<file path="config.mk">
export PLATFORM = sky130hd
export DESIGN_NAME = mem_access_unit
export DESIGN_NICKNAME = d
export VERILOG_FILES = /design/src/rtl/mem_access_pkg.sv /design/src/rtl/mem_lane_align.sv /design/src/rtl/mem_access_unit.sv
export SDC_FILE = /design/constraint.sdc
export NUM_CORES = 1
export LEC_CHECK = 0
export CORE_MARGIN = 2
export CORE_UTILIZATION = 25
export CTS_BUF_LIST = sky130_fd_sc_hd__clkbuf_8
export CTS_CLUSTER_DIAMETER = 50
export DETAILED_ROUTE_END_ITERATION = 10
export DONT_BUFFER_PORTS = 1
export PLACE_DENSITY = 0.42
export SLEW_MARGIN = 20
export SYNTH_ARGS = -nofsm -noshare
export SYNTH_HDL_FRONTEND = slang
export SYNTH_SLANG_ARGS = --single-unit
</file>
<file path="constraint.sdc">
create_clock -name Clk -period 4.6 [get_ports Clk]
set_clock_uncertainty 0.15 [all_clocks]
set_input_delay 0.92 -clock Clk [delete_from_list [all_inputs] [get_ports Clk]]
set_output_delay 0.92 -clock Clk [all_outputs]
set_load 0.02 [all_outputs]
</file>
<file path="src/rtl/mem_access_pkg.sv">
// -----------------------------------------------------------------------------
// mem_access_pkg
// Shared definitions for the load/store sequencer:
//   - 3-bit access op codes
//   - FSM state encoding
//   - is_store / is_aligned helper predicates
// No ports (package).
// -----------------------------------------------------------------------------
package mem_access_pkg;

    localparam logic [2:0] OP_LW  = 3'd0;
    localparam logic [2:0] OP_LH  = 3'd1;
    localparam logic [2:0] OP_LHU = 3'd2;
    localparam logic [2:0] OP_LB  = 3'd3;
    localparam logic [2:0] OP_LBU = 3'd4;
    localparam logic [2:0] OP_SW  = 3'd5;
    localparam logic [2:0] OP_SH  = 3'd6;
    localparam logic [2:0] OP_SB  = 3'd7;

    typedef enum logic [1:0] {
        IDLE  = 2'd0,
        READ  = 2'd1,
        WRITE = 2'd2,
        DONE  = 2'd3
    } state_t;

    // Stores occupy the top three codes.
    function automatic logic is_store(input logic [2:0] op);
        return (op == OP_SW) || (op == OP_SH) || (op == OP_SB);
    endfunction

    function automatic logic is_aligned(input logic [2:0] op, input logic [1:0] off);
        logic ok;
        case (op)
            OP_LW, OP_SW:         ok = (off == 2'b00);
            OP_LH, OP_LHU, OP_SH: ok = (off[0] == 1'b0);
            default:              ok = 1'b1;
        endcase
        return ok;
    endfunction

endpackage

</file>
<file path="src/rtl/mem_lane_align.sv">
// -----------------------------------------------------------------------------
// mem_lane_align
// Purely combinational byte-lane logic for a 32-bit little-endian word.
//   i_mdr        : word read from memory (or about to be latched into MDR)
//   i_store_data : CPU store source; low lanes used for SH/SB
//   i_op         : access op code
//   i_offset     : byte offset within the word (ByteAddr[1:0])
//   o_merged     : word to write back (SW: store data, SH/SB: MDR with lane
//                  replaced, loads: MDR unchanged)
//   o_load_data  : selected lane, sign/zero-extended (0 for stores)
// -----------------------------------------------------------------------------
module mem_lane_align
    import mem_access_pkg::*;
(
    input  logic [31:0] i_mdr,
    input  logic [31:0] i_store_data,
    input  logic [2:0]  i_op,
    input  logic [1:0]  i_offset,
    output logic [31:0] o_merged,
    output logic [31:0] o_load_data
);

    logic [15:0] w_half;
    logic [7:0]  w_byte;

    assign w_half = i_offset[1] ? i_mdr[31:16] : i_mdr[15:0];
    assign w_byte = 8'(i_mdr >> {i_offset, 3'b000});

    always_comb begin
        o_merged = i_mdr;
        case (i_op)
            OP_SW: o_merged = i_store_data;
            OP_SH: begin
                if (i_offset[1]) o_merged[31:16] = i_store_data[15:0];
                else             o_merged[15:0]  = i_store_data[15:0];
            end
            OP_SB: begin
                case (i_offset)
                    2'd0:    o_merged[7:0]   = i_store_data[7:0];
                    2'd1:    o_merged[15:8]  = i_store_data[7:0];
                    2'd2:    o_merged[23:16] = i_store_data[7:0];
                    default: o_merged[31:24] = i_store_data[7:0];
                endcase
            end
            default: o_merged = i_mdr;
        endcase
    end

    always_comb begin
        o_load_data = 32'd0;
        case (i_op)
            OP_LW:   o_load_data = i_mdr;
            OP_LH:   o_load_data = {{16{w_half[15]}}, w_half};
            OP_LHU:  o_load_data = {16'd0, w_half};
            OP_LB:   o_load_data = {{24{w_byte[7]}}, w_byte};
            OP_LBU:  o_load_data = {24'd0, w_byte};
            default: o_load_data = 32'd0;
        endcase
    end

endmodule

</file>
<file path="src/rtl/mem_access_unit.sv">
// -----------------------------------------------------------------------------
// mem_access_unit
// Load/store sequencer between the CPU datapath and word-addressed DMem.
// One byte-addressed access per Start; sub-word stores as read-modify-write.
//   Clk, Reset_n  : clock, async active-low reset
//   Start         : request strobe, only honoured in IDLE
//   Op            : access op code (mem_access_pkg)
//   ByteAddr      : CPU byte address, latched with Start
//   StoreData     : store source, latched with Start
//   Busy          : high whenever not IDLE
//   Done          : one-cycle completion pulse
//   Misaligned    : result flag, held until next accepted Start
//   LoadData      : extended load result, held until next completion
//   MemAddress    : word address to DMem (latched ByteAddr >> 2)
//   MemWriteData  : write word to DMem
//   MemWrite      : DMem write enable (WRITE state only)
//   MemData       : DMem read data (combinational from MemAddress)
//
// state | meaning
// ------+---------------------------------------------------------
// IDLE  | waiting for Start
// READ  | MemData captured into MDR (loads, SH/SB)
// WRITE | MemWrite asserted with SW data or merged SH/SB word
// DONE  | Done pulse, LoadData/Misaligned valid
// -----------------------------------------------------------------------------
module mem_access_unit
    import mem_access_pkg::*;
#(
    parameter int ADDRESS_WIDTH = 32,
    parameter int DATA_WIDTH    = 32     // lane logic is fixed at 32
)(
    input  logic                     Clk,
    input  logic                     Reset_n,
    input  logic                     Start,
    input  logic [2:0]               Op,
    input  logic [ADDRESS_WIDTH-1:0] ByteAddr,
    input  logic [DATA_WIDTH-1:0]    StoreData,
    output logic                     Busy,
    output logic                     Done,
    output logic                     Misaligned,
    output logic [DATA_WIDTH-1:0]    LoadData,
    output logic [ADDRESS_WIDTH-1:0] MemAddress,
    output logic [DATA_WIDTH-1:0]    MemWriteData,
    output logic                     MemWrite,
    input  logic [DATA_WIDTH-1:0]    MemData
);

    state_t                     r_state;
    state_t                     w_next_state;
    logic [2:0]                 r_op;
    logic [ADDRESS_WIDTH-1:0]   r_addr;
    logic [DATA_WIDTH-1:0]      r_store_data;
    logic [DATA_WIDTH-1:0]      r_mdr;
    logic [DATA_WIDTH-1:0]      r_load_data;
    logic                       r_misaligned;

    logic                       w_aligned;
    logic [DATA_WIDTH-1:0]      w_mdr_src;
    logic [DATA_WIDTH-1:0]      w_merged;
    logic [DATA_WIDTH-1:0]      w_extract;

    assign w_aligned = is_aligned(Op, ByteAddr[1:0]);

    // LoadData is registered on the same edge that captures MDR, so the
    // extractor looks at the incoming read data while in READ.
    assign w_mdr_src = (r_state == READ) ? MemData : r_mdr;

    mem_lane_align u_lane (
        .i_mdr        (w_mdr_src),
        .i_store_data (r_store_data),
        .i_op         (r_op),
        .i_offset     (r_addr[1:0]),
        .o_merged     (w_merged),
        .o_load_data  (w_extract)
    );

    always_ff @(posedge Clk or negedge Reset_n) begin
        if (!Reset_n) begin
            r_state <= IDLE;
        end else begin
            r_state <= w_next_state;
        end
    end

    always_comb begin
        w_next_state = r_state;
        case (r_state)
            IDLE: begin
                if (Start) begin
                    if (!w_aligned)       w_next_state = DONE;
                    else if (Op == OP_SW) w_next_state = WRITE;
                    else                  w_next_state = READ;
                end
            end
            READ:    w_next_state = is_store(r_op) ? WRITE : DONE;
            WRITE:   w_next_state = DONE;
            DONE:    w_next_state = IDLE;
            default: w_next_state = IDLE;
        endcase
    end

    always_ff @(posedge Clk or negedge Reset_n) begin
        if (!Reset_n) begin
            r_op         <= '0;
            r_addr       <= '0;
            r_store_data <= '0;
            r_mdr        <= '0;
            r_load_data  <= '0;
            r_misaligned <= 1'b0;
        end else begin
            if (r_state == IDLE && Start) begin
                r_op         <= Op;
                r_addr       <= ByteAddr;
                r_store_data <= StoreData;
                r_misaligned <= !w_aligned;
            end

            if (r_state == READ) begin
                r_mdr <= MemData;
            end

            // Only a load leaving READ produces data; every other entry to
            // DONE (misaligned, store) returns zero.
            if (r_state == READ && w_next_state == DONE) begin
                r_load_data <= w_extract;
            end else if (r_state != DONE && w_next_state == DONE) begin
                r_load_data <= '0;
            end
        end
    end

    assign Busy         = (r_state != IDLE);
    assign Done         = (r_state == DONE);
    assign MemWrite     = (r_state == WRITE);
    assign Misaligned   = r_misaligned;
    assign LoadData     = r_load_data;
    assign MemAddress   = {2'b00, r_addr[ADDRESS_WIDTH-1:2]};
    assign MemWriteData = w_merged;

endmodule

</file>
Yosys cells after proc, flatten, opt, wreduce, memory -nomap -nowiden
Index checks and enable logic that the tools add are counted.
- input bits: 102
- output and inout bits: 100
- bits in registers: 134
- logic and storage cells: 61
- bitwise gates (word level): 1
- shifts and indexed selects: 1
- equality and inequality tests: 18
- mux-type cells: 18
- reduce and logical (&&, ||, !) cells: 16
- operators by type and width (kind ; number):
    32-bit one-hot mux with 5 select lines ; 1
    32-bit 2-to-1 mux ; 3
    32-bit one-hot mux with 3 select lines ; 1
    16-bit 2-to-1 mux ; 3
    8-bit 2-to-1 mux ; 4
    32-bit by 5-bit >> shifter with 8-bit output ; 1
    3-bit equality test, second input constant ; 6
    3-bit by 2-bit equality test with 1-bit output, second input constant ; 3
    2-bit equality test, second input constant ; 4
    2-bit one-hot mux with 4 select lines ; 1
    3-bit by 1-bit equality test with 1-bit output, second input constant ; 2
    2-bit logical NOT ; 3
    3-bit logical NOT ; 2
    2-bit 2-to-1 mux ; 3
    3-bit OR reduction ; 2
    2-bit by 1-bit equality test with 1-bit output, second input constant ; 2
    2-bit nonzero test ; 2
    1-bit logical AND ; 3
    1-bit logical OR ; 2
    2-bit inequality test, second input constant ; 1
    1-bit one-hot mux with 2 select lines ; 1
    2-bit OR reduction ; 1
    1-bit logical NOT ; 1
    1-bit 2-to-1 mux ; 1
    1-bit inverter ; 1

Logic depth before layout (Yosys ltp)
Gate-level depths: netlist of the first run.
- depth after elaboration: 10
- depth in mapped cells: 9

Cells and area by module
From an unflattened synthesis of the first run, not the netlist that was laid out.
- cell total of the unflattened synthesis: 583
- area total of the unflattened synthesis: 7083.0 um^2
- by module, submodules not included (module ; area each (um^2) ; cells an instance ; times used):
    mem_access_unit ; 5357.6 ; 349 ; 1
    mem_lane_align ; 1725.4 ; 234 ; 1

Least setup slack after synthesis of the first run
OpenSTA, ideal clock, no wires.
- kind: register -> output
- start: reg r_state[1]
- end: out MemWriteData[16]
- path buffers: 4
- path slack: 1500 ps
- stages on the path, launching flop included: 9
- required time: 3530 ps
- arrival: 2030 ps
- path through: dfrtp_1 inv_1 ha_1 buf_6 buf_2 buf_4 buf_4 mux2i_1 o21ai_0
- longest elaborated chain between the ends: 4
- ends and longest elaborated chain (element ; RTL line ; text):
    start, declared ; mem_access_unit.sv:48 ; state_t r_state;
    start signal, assigned ; mem_access_unit.sv:81 ; r_state <= w_next_state;
    2-bit by 1-bit equality test with 1-bit output * ; mem_access_unit.sv:66 ; assign w_mdr_src = (r_state == READ) ? MemData : r_mdr;
    32-bit 2-to-1 mux * ; n/a ;
    8-bit 2-to-1 mux or 16-bit 2-to-1 mux (tied branches) ; mem_lane_align.sv:38, mem_lane_align.sv:34 ;
    32-bit one-hot mux with 3 select lines * ; mem_lane_align.sv:31 ; case (i_op)
    end, declared ; mem_access_unit.sv:43 ; output logic [DATA_WIDTH-1:0] MemWriteData,
Mark *: on every way between the ends. The rest lies on a longest branch, timed or not.

Worst setup path after layout of the first run
- start: reg r_op[1]
- end: out MemWriteData[17]
- longest elaborated chain between the ends: 2
- ends and longest elaborated chain (element ; RTL line ; text):
    start, declared ; mem_access_unit.sv:50 ; logic [2:0] r_op;
    start signal, assigned ; mem_access_unit.sv:112 ; r_op <= Op;
    3-bit equality test ; mem_lane_align.sv:31 ;
    32-bit one-hot mux with 3 select lines * ; mem_lane_align.sv:31 ;
Marked as above.

==> results of run 1 <==
-- routing by layer --
layer  GRT usage, %  vias to the layer above
li1               -                     1998
met1           20.8                     2310
met2           23.4                      237
met3           6.69                       30
met4           5.06                       10
met5              0                        -
-- placed cells by master, fill, tap and decap left out, types with 8 or more instances in the layout --
master	instances
clkbuf_8	19
inv_1	33
o211ai_1	12
mux2_2	82
nor2_1	9
a222oi_1	9
mux2i_1	27
a22o_1	32
dfrtp_1	134
o21ai_1	10
nand2_1	21
buf_4	8
o21ai_0	37
a22oi_1	8
-- power by group through the flow --
stage               combinational [uW]  clock [uW]  sequential [uW]
floorplan                         2810           0             2110
global placement                  3090           0             2530
CTS                               3170         984             2520
detailed placement                3140           0             2540
global route                      3400        1030             2600
finish                            3160         947             2530
-- state kept, by name, indices dropped and copies added, names as in the netlist --
name and cells:
LoadData 32, Misaligned 1, r_addr 32, r_mdr 32
r_op 3, r_state 2, r_store_data 32
-- stage by stage --
step                cell area (um^2)  setup slack (ns)  instances  total power [uW]  hold WS [ns]
global route                    7320             0.326        885              7030         0.177
floorplan                       6770              1.50        565              4920         0.315
global placement                6880              1.10        849              5620         0.343
detailed placement              6880              1.01        849              5680         0.345
finish                          7320             0.566        885              6640         0.180
CTS                             7310             0.516        883              6680         0.174
-- cell type report --
class / count / share of cell area (%)
Clock buffer: 19 / 3.57
Inverter: 31 / 1.59
Antenna cell: 2 / 0.0684
Timing Repair Buffer: 11 / 1.71
Sequential cell: 134 / 45.8
Clock inverter: 12 / 1.47
Multi-Input combinational cell: 335 / 39.9
Tap cell: 341 / 5.83
-- final timing paths --
check | start | endpoint | slack, ns | cells after the start
setup / recovery | r_op[1]$_DFFE_PN0P_ | MemWriteData[17] | 0.57 | 4
hold / removal | Reset_n | LoadData[5]$_DFFE_PN0P_ | 0.18 | 1
setup reg to reg | r_state[1]$_DFF_PN0_ | LoadData[15]$_DFFE_PN0P_ | 1.29 | 7
hold reg to reg | r_store_data[16]$_DFFE_PN0P_ | r_store_data[16]$_DFFE_PN0P_ | 0.37 | 1
max in group asynchronous | Reset_n | r_store_data[9]$_DFFE_PN0P_ | 3.01 | 1
min in group Clk | r_store_data[16]$_DFFE_PN0P_ | r_store_data[16]$_DFFE_PN0P_ | 0.37 | 1
-- cells by family after synthesis --
kind of cell / after synthesis / share of synthesized area, %
adder cells (fa/ha/maj): 5 / 0.924
AO/OA/AOI/OAI: 144 / 15.9
multiplexers: 118 / 20.7
flip-flops: 134 / 49.5
XOR/XNOR: 1 / 0.129
AND/OR/NAND/NOR: 65 / 5.08
buffers and inverters: 96 / 7.65
other: 1 / 0.0554
==> results.cfg, run 1 <==
[clocking]
cts_buffer_depth = 2
cts_tree = built
cts.sinks = 134
cts_made_buffers = 17
root_buffer = clkbuf_8
cts_resized = 0
clkTransAtPathRegs_ns = 0.08
hold_buffers = 3
cts_setup_buffers = 0
htree_num_levels = 4
insertion_delay_ns = 0.45

[floorplan]
initial_core_util_pct = 25.3
io_pins = 202
die_w_um = 169
row_count = 60
die_area_um2 = 28400
die_h_um = 169
core-area_um2 = 26800

[worst_hold_path]
min_path_type = in2async

[place]
gp_congestion = 0.877
portBuffers = 0
hpwl_um = 16700

[status]
status = complete, no violations

[yosys]
syn-instance-count = 564
synth_common_cells = dfrtp_1, mux2_2, o21ai_0
synth_top_area_cell = dfrtp_1
yosysMostFrequentCell = dfrtp_1
ys_ff_latch = 134
ys_warn_count = 0
post-synth-top-area-fraction_pct = 49.5
synth_flop_cell = dfrtp_1
avgSynthCellArea_um2 = 12.0
netlist_area_um2 = 6770
synth_cell_types = 50
yosys-top-cells-area = dfrtp_1, mux2_2, a22o_1
synth_edf_count = 0
async_reset_ff_share_pct = 100
seq_area_frac_synth_pct = 49.5

[route]
via_per_inst = 5.18
wl_met2_um = 9990
drc = 0
wl_met3_um = 2270
vias = 4585
ant_nets = 0
dr.max_layer_used = met5
wl_per_cell_um = 25.6
drt_iter0_drc = 319
drt-met1-wl_um = 9940
dr.pass1.iters = 7
drt_wl_total_um = 22700

[timing]
hold_viol = 0
maxSlewViolCount = 0
finalCritPeriodShare_pct = 87.7
period_minus_slack_ns = 4.03
tightest_slew_ns = 0.992
rsz0062_at_grt = no
max_freq_mhz = 248
relSlewSlack_pct = 33.2
setup_violations = 0
tns_ns = 0

[critical_path]
worstPathMaxFanout = 23
path_cells = nand3_1, a21oi_1, a22oi_1, o21ai_0
slowest_stage = dfrtp_1
critPathLaunchType = register
cp.arrival_ns = 2.96
cp_slowest_stage_delay_ns = 0.82
crit_required_ns = 3.53
cp_top_family = compound AO/OA/AOI/OAI gates
criticalPathCategory = reg2out
cp_num_buf_inv = 0
endpoint_kind = output port

[global_route]
global_route.usage.total_pct = 15.8
antenna_found_initial = 7
grt_pass1_wl_um = 32800
grt_pass1_vias = 4679
grt.overflow.total = 0
grt_max_degree = 75

[power]
clkPwrFrac_pct = 14.3
combinationalPowerShare_pct = 47.7
p_int_uw = 3340
switching_share_pct = 49.6
peakVddDrop_uv = 238
power_density_nw_per_um2 = 907
switching_power_uw = 3290
sequentialPowerShare_pct = 38.1
p_leak_uw = 0.00306

[cells_and_area]
drive_gt1_share_pct = 25.3
nets = 637
multi_input_area_um2 = 2920
synthToLayoutAreaGrowth_pct = 8.11
fillers = 2738
postLayoutCoreUtil_pct = 27.3
seq_area_um2 = 3350

[job]
cap_violations = 0
Power figures use the tool's default switching activity.
==> run 2, diff against run 1 <==
MAX_ROUTING_LAYER = met4   (was unset)
clock period = 4.25 ns   (was 4.6 ns; I/O delays follow)
==> run 2 against run 1 <==
Effect of this change:
- cell count is 1.4% higher
- non-clock buffer count is 9 higher
- via count is 0.87% lower
- count of clock-buffer cells in the layout is 2 lower
- largest cell class unchanged
==> results.cfg, run 2 (synthesis gave the netlist of run 1 again) <==
[power]
switching_power_uw = 3590
switching_share_pct = 48.7
clkPwrFrac_pct = 15.1
p_leak_uw = 0.00312
p_int_uw = 3780
power_density_nw_per_um2 = 996
peakVddDrop_uv = 274
power_uw = 7370
combinationalPowerShare_pct = 48.1
sequentialPowerShare_pct = 36.9

[global_route]
grt_util_met1_pct = 19.2
grt_max_degree = 135
global_route.usage.total_pct = 15.9
globalRoute.busiestLayer = met2
grtUsageMet3_pct = 8.04
grt_pass1_vias = 4750
grt_use_met2_pct = 23.1
antenna_found_initial = 4
grt_pass1_wl_um = 32200
grt.overflow.total = 0

[clocking]
cts.sinks = 134
cts_setup_buffers = 0
insertion_delay_ns = 0.46
cts_buffer_depth = 2
cts_resized = 0
cts_made_buffers = 17
cts_tree = built
root_buffer = clkbuf_8
htree_num_levels = 4
hold_buffers = 1
clkTransAtPathRegs_ns = 0.08

[critical_path]
endpoint_kind = output port
cp.arrival_ns = 2.98
r2r-start = r_state[1]$_DFF_PN0_
critPathLaunchType = register
r2r-end = LoadData[18]$_DFFE_PN0P_
criticalPathCategory = reg2out
r2r_cells = 7
rrSetupSlack_ns = 1.07
crit_required_ns = 3.25
worstPathMaxFanout = 19

[cells_and_area]
drive_gt1_share_pct = 26.8
synthToLayoutAreaGrowth_pct = 9.28
nets = 646
layout_commonest_cell = dfrtp_1
finish.cell_count_without_fillers = 897
fillers = 2705
layout_common_cells = dfrtp_1, mux2_2, o21ai_0, inv_1, a22o_1
fin_area_um2 = 7400

[timing]
rsz0062_at_grt = no
finalWorstSetupSlack_ns = 0.269
maxSlewViolCount = 0
hold_viol = 0
tns_ns = 0
max_freq_mhz = 251
relSlewSlack_pct = 36.3
finalCritPeriodShare_pct = 93.7
period_minus_slack_ns = 3.98
setup_violations = 0
tightest_slew_ns = 0.956

[route]
vias = 4545
drc = 0
via_per_inst = 5.07
drt_iter0_drc = 295
drt_wl_total_um = 21800
wl_per_cell_um = 24.4
ant_nets = 0
dr.pass1.iters = 5

[place]
place_inst = 860
place_ws_ns = 0.708
post_dp_cell_area_um2 = 6960
portBuffers = 0
gp_congestion = 0.815
hpwl_um = 16400

[job]
cap_violations = 0

[floorplan]
die_w_um = 169
io_pins = 202
die_area_um2 = 28400
die_h_um = 169
core-area_um2 = 26800
row_count = 60
initial_core_util_pct = 25.3

[worst_hold_path]
min_path_type = in2async

[status]
status = complete, no violations
-- run 2: area by class of cell --
cell class,count,area (um^2),share of cell area [%]
tap,341,427,5.77
sequential,134,3350,45.3
inverter,31,116,1.57
multi-input combinational,335,2920,39.5
timing repair buffer,20,170,2.30
clock buffer,17,234,3.16
antenna,4,10.0,0.135
clock inverter,15,164,2.22
-- run 2: per-stage QoR --
step	util, %	hold slack [ns]
global placement	26.0	0.344
detailed placement	26.0	0.349
floorplan	-	0.315
CTS	27.6	0.257
finish	27.6	0.201
global route	27.6	0.263
-- run 2: critical path, stage by stage (launching register included) --
cell,delay [ns]
dfrtp_1,0.42
inv_1,0.12
ha_2,0.59
buf_4,0.37
mux2_2,0.40
a222oi_1,0.39
inv_1,0.20
-- run 2: worst max-delay path by stage --
stage / startpoint / to / slack (ns) / depth (start not counted)
2_1_floorplan: r_state[1]$_DFF_PN0_ / MemWriteData[16] / 1.22 / 8
3_3_place_gp: r_state[1]$_DFF_PN0_ / MemWriteData[8] / 0.78 / 6
3_5_place_dp: r_state[1]$_DFF_PN0_ / MemWriteData[8] / 0.71 / 6
4_1_cts: r_state[1]$_DFF_PN0_ / MemWriteData[8] / 0.19 / 6
5_1_grt: r_state[1]$_DFF_PN0_ / MemWriteData[8] / 0.04 / 6
6_report: r_state[1]$_DFF_PN0_ / MemWriteData[8] / 0.27 / 6
-- run 2: power groups by stage --
stage               sequential [uW]  clock, uW  combinational, uW
global route                   2810       1200               3830
CTS                            2720       1150               3550
detailed placement             2740          0               3520
global placement               2720          0               3460
floorplan                      2280          0               3040
finish                         2720       1110               3540
-- run 2: layer usage --
metal  up-vias  part of all wire (%)
met1      2275                    42
met2       222                    44
met5         -                     0
met3        24                    12
met4         0                   1.9
li1       2024                     -
